`config.mk`:
```
export PLATFORM = sky130hd
export DESIGN_NAME = itof_pipe
export DESIGN_NICKNAME = d
export VERILOG_FILES = /design/src/rtl/itof_pipe.sv
export SDC_FILE = /design/constraint.sdc
export NUM_CORES = 1
export LEC_CHECK = 0
export ABC_AREA = 1
export ABC_CLOCK_PERIOD_IN_PS = 2500
export BUFFER_PORTS_ARGS = -buffer_cell sky130_fd_sc_hd__buf_2
export CAP_MARGIN = 10
export CORE_ASPECT_RATIO = 1.4
export CORE_MARGIN = 1.5
export CORE_UTILIZATION = 35
export CTS_BUF_LIST = sky130_fd_sc_hd__clkbuf_4
export DETAILED_ROUTE_END_ITERATION = 10
export PLACE_DENSITY_LB_ADDON = 0.08
export SYNTH_ARGS = -nofsm -noshare
export SYNTH_HDL_FRONTEND = slang
export SYNTH_SLANG_ARGS = --single-unit
```
`constraint.sdc`:
```
create_clock -name clk -period 2.5 [get_ports clk]
set_input_delay 0.75 -clock clk [delete_from_list [all_inputs] [get_ports clk]]
set_output_delay 0.75 -clock clk [all_outputs]
set_load 0.05 [all_outputs]
```
`src/rtl/itof_pipe.sv`:
```
`default_nettype none
// ============================================================================
// Module   : itof_pipe
// Purpose  : Three-stage signed int32 -> IEEE-754 single converter, RNE
//            rounding, valid/ready handshake, whole-pipe stall on backpressure.
//            Optional `inexact` output enabled by defining ITOF_INEXACT_EN.
// Revision : 1.0 - initial release
// ============================================================================
module itof_pipe (
    input  logic        clk,
    input  logic        rstn,
    input  logic        in_valid,
    output logic        in_ready,
    input  logic [31:0] src,
    output logic        out_valid,
    input  logic        out_ready,
    output logic [31:0] dest
`ifdef ITOF_INEXACT_EN
    ,
    output logic        inexact
`endif
);

    logic        w_stall;
    logic        w_adv;

    logic        r_s1_valid;
    logic        r_s1_sign;
    logic [31:0] r_s1_mag;

    logic [4:0]  w_lead_pos;
    logic [31:0] w_norm;

    logic        r_s2_valid;
    logic        r_s2_sign;
    logic        r_s2_zero;
    logic [4:0]  r_s2_pos;
    logic [30:0] r_s2_norm;

    logic [22:0] w_mant;
    logic        w_guard;
    logic        w_sticky;
    logic        w_round_up;
    logic        w_carry;
    logic [22:0] w_mant_rnd;
    logic [7:0]  w_exp;
    logic [31:0] w_result;

    logic        r_out_valid;
    logic [31:0] r_dest;

    assign w_stall  = r_out_valid & ~out_ready;
    assign w_adv    = ~w_stall;
    assign in_ready = w_adv;

    // Stage 1: sign and magnitude; -2^31 negates to itself, which is the
    // correct unsigned magnitude 0x80000000.
    always_ff @(posedge clk or negedge rstn) begin
        if (!rstn) begin
            r_s1_valid <= 1'b0;
            r_s1_sign  <= 1'b0;
            r_s1_mag   <= 32'd0;
        end else if (w_adv) begin
            r_s1_valid <= in_valid;
            r_s1_sign  <= src[31];
            r_s1_mag   <= src[31] ? (~src + 32'd1) : src;
        end
    end

    always_comb begin
        w_lead_pos = 5'd0;
        for (int i = 0; i < 32; i++) begin
            if (r_s1_mag[i]) begin
                w_lead_pos = 5'(i);
            end
        end
    end

    assign w_norm = r_s1_mag << (5'd31 - w_lead_pos);

    // Stage 2: a nonzero magnitude always normalises to bit 31 set, so that
    // bit doubles as the not-zero flag and is not carried further.
    always_ff @(posedge clk or negedge rstn) begin
        if (!rstn) begin
            r_s2_valid <= 1'b0;
            r_s2_sign  <= 1'b0;
            r_s2_zero  <= 1'b1;
            r_s2_pos   <= 5'd0;
            r_s2_norm  <= 31'd0;
        end else if (w_adv) begin
            r_s2_valid <= r_s1_valid;
            r_s2_sign  <= r_s1_sign;
            r_s2_zero  <= ~w_norm[31];
            r_s2_pos   <= w_lead_pos;
            r_s2_norm  <= w_norm[30:0];
        end
    end

    // Small magnitudes shift zeros into the guard/sticky field, so the
    // exact case needs no special handling.
    assign w_mant     = r_s2_norm[30:8];
    assign w_guard    = r_s2_norm[7];
    assign w_sticky   = |r_s2_norm[6:0];
    assign w_round_up = w_guard & (w_sticky | w_mant[0]);
    assign {w_carry, w_mant_rnd} = {1'b0, w_mant} + {23'd0, w_round_up};
    assign w_exp      = 8'd127 + {3'd0, r_s2_pos} + {7'd0, w_carry};
    assign w_result   = r_s2_zero ? 32'd0 : {r_s2_sign, w_exp, w_mant_rnd};

    always_ff @(posedge clk or negedge rstn) begin
        if (!rstn) begin
            r_out_valid <= 1'b0;
            r_dest      <= 32'd0;
        end else if (w_adv) begin
            r_out_valid <= r_s2_valid;
            r_dest      <= w_result;
        end
    end

    assign out_valid = r_out_valid;
    assign dest      = r_dest;

`ifdef ITOF_INEXACT_EN
    logic r_inexact;

    always_ff @(posedge clk or negedge rstn) begin
        if (!rstn) begin
            r_inexact <= 1'b0;
        end else if (w_adv) begin
            r_inexact <= w_guard | w_sticky;
        end
    end

    assign inexact = r_inexact;
`endif

endmodule
`default_nettype wire

```
==> results.sh <==
export IMPL_holdBufCountCts=0
export IMPL_clkSinkCount=106
export IMPL_stdcell_count=1447
export IMPL_syn2layout_area_growth_pct=46.75
export IMPL_drive_gt1_share_pct=38.06
export IMPL_r2r_end="r_s2_zero$_DFFE_PN1N_"
export IMPL_reg2reg_depth=39
export IMPL_min_path_type="input pin to asynchronous set/reset pin"
export IMPL_num_io_pins=70
export IMPL_fin_skew_ns=0.01811
export IMPL_overflow=0
export IMPL_routed_wl_mm=21.31
export IMPL_yosysWarningCount=0
export IMPL_coreArea_um2=19140
export IMPL_synth_most_common_cell="nand2_1"
export IMPL_synth_top_area_cell="dfrtp_1"
export IMPL_syn_instance_count=987
export IMPL_crit_arrival_ns=3.52
export IMPL_ys_ff_latch=106
export IMPL_cts_root_buffer="clkbuf_4"
export IMPL_crit_top_cell="nand2_1"
export IMPL_whs_ns=0.1681
export IMPL_p_leak_nw=4.801
export IMPL_numCtsBuffers=9
export IMPL_synth_edf_count=0
export IMPL_grt_max_degree=49
export IMPL_initial_core_util_pct=35.59
export IMPL_grt_pass1_vias=6891
export IMPL_synthArstFlopShare_pct=100.0
export IMPL_wire_per_inst_um=14.73
export IMPL_cap_viol_max_count=0
export IMPL_synthDistinctLibCells=43
export IMPL_start_kind="register"
export IMPL_grt_pass1_wl_mm=34.58
export IMPL_grt_usage_pct=21.24
export IMPL_status="finished, violations left"
export IMPL_fin_crit_ns=3.088
export IMPL_port_buffers=69
export IMPL_ys_seq_area_share_pct=38.95
export IMPL_worstSetupPathType="register to register"
export IMPL_endpoint="r_s2_zero$_DFFE_PN1N_"
export IMPL_p_per_area_nw_per_um2=1037
export IMPL_cts_tree="built"
export IMPL_die_x_um=120.9
export IMPL_clk_pin_slew_worst_paths_ns=0.18
export IMPL_dpl_cell_count=1384
export IMPL_violations="negative setup slack"
export IMPL_setup_viol=43
export IMPL_crit_path_start="r_s1_mag[2]$_DFFE_PN0N_"
export IMPL_first_pass_iters=5
export IMPL_tightest_slew_ns=1.033
export IMPL_total_power_mw=10.37
export IMPL_hold_viol=0
export IMPL_htreeDepth=3
export IMPL_nets=1234
export IMPL_synth_area_um2=6814
export IMPL_worst_slack_ns=-0.5879
export IMPL_ys_top_cells_by_count="nand2_1, nand3_1, dfrtp_1"
export IMPL_r2r_slack_ns=-0.59
export IMPL_dr_total_vias=7187
export IMPL_cp_slowest_cell="dfrtp_1"
export IMPL_synth_area_leaders="dfrtp_1, nand3_1, nand2_1, o21ai_0, inv_1"
export IMPL_clock_fmax_mhz=323.8
export IMPL_cpPeakStageDelay_ns=0.42
export IMPL_ir_worst_vdd_mv=0.3511
export IMPL_slew_headroom_pct=30.90
export IMPL_clkLatencyLatePin_ns=0.48
export IMPL_dp_slack_ns=-0.8729
export IMPL_grt_setup_unrepaired="yes"
export IMPL_clk_path_buf_depth=2
export IMPL_end_kind="register"
export IMPL_yosysTopAreaCellShare_pct=38.56
export IMPL_fin_crit_sh_pct=123.5
export IMPL_synth_ff_type="dfrtp_1"
export IMPL_rows=60
export IMPL_drv_slew=0
export IMPL_critPathMaxFanout=5
export IMPL_ant_nets=0
export IMPL_antenna_found_initial=1
export IMPL_synth_fp_nets=1027
export IMPL_syn_mean_instance_area_um2=6.904
export IMPL_drt_iter0_drc=386
export IMPL_place_gp_congestion=0.9073
export IMPL_worstPathRequired_ns=2.93
export IMPL_die_area_um2=20330
export IMPL_via_per_inst=4.967
export IMPL_fin_tns_setup_ns=-17.91
export IMPL_worstReg2RegStart="r_s1_mag[2]$_DFFE_PN0N_"
export IMPL_hpwl_mm=15.73
export IMPL_die_height_um=168.1
export IMPL_drc=0
[logic make-up after synthesis]
kind of cell / synth area share, %
adders and majority gates: 0.7345
and+or+nand+nor: 36.85
AOI/OAI and AO/OA: 12.01
DFF: 38.95
xor gates and xnor gates: 3.342
buffers and inverters: 8.116
[layout by cell type (no fill, tap or decap), types with 12 or more instances in the layout]
cell	netlist	layout
o21ai_1	6	29
nand2_4	2	12
o211ai_1	13	13
buf_6	2	29
nand3_1	201	139
buf_4	2	137
nand3_4	0	14
inv_1	92	78
nand2_2	2	38
nand3_2	4	52
nand2_1	255	207
nor2_1	74	61
buf_2	1	65
dfrtp_1	105	105
o21ai_0	77	44
[metrics by stage]
stage,instance area [um^2],utilization (%)
after floorplan,7107,-
after global placement,8603,44.94
after detailed placement,8603,44.94
after CTS,9393,49.07
after global routing,10000,52.24
final,10000,52.24
[routing by layer]
metal	track usage, %	part of all wire [%]
met2	39.16	53
met1	24.94	41
met5	0	0
met3	2.676	2.4
met4	7.673	3.3
[how the worst min path moves through the flow]
stage,to,depth (start not counted)
final,dest[28]$_DFFE_PN0N_,1
after floorplan,out_valid$_DFFE_PN0N_,2
after global placement,out_valid$_DFFE_PN0N_,2
after CTS,dest[28]$_DFFE_PN0N_,1
after detailed placement,out_valid$_DFFE_PN0N_,2
after global routing,dest[28]$_DFFE_PN0N_,1
[report_power, final]
part	total [mW]	switching, mW	internal [mW]
sequential	2.90	0.511	2.39
clock	0.838	0.622	0.215
combinational	6.64	4.29	2.35
total	10.4	5.42	4.95
[timing repair]
action,4_1_cts,5_1_grt
gates cloned,0,1
pin swaps,29,36
setup endpoints to repair,57,67
resized for setup,107,129
buffers inserted,38,15
[flip-flops by register name, summed over array words and instances (netlist names), 5 cells and up]
signal     count
dest          32
r_s1_mag      32
r_s2_norm     31
r_s2_pos       5
[area by class of cell]
type,instances,area (um^2)
well taps,248,310.3
flip-flops and latches,106,2654
multi-input cells,741,4651
clock inverters,6,52.55
fillers,1931,9144
inverters,95,386.6
clock buffers,9,67.56
repair buffers,241,1876
diodes,1,2.502
[worst max-delay path: cells and delay by family (launching register included)]
kind,cells,cell delay (ns)
AO/OA/AOI/OAI,1,0.08
AND/OR/NAND/NOR,35,2.11
buffers and inverters,3,0.39
flip-flops,1,0.42
Note: power is estimated with default switching activity, not from simulation.
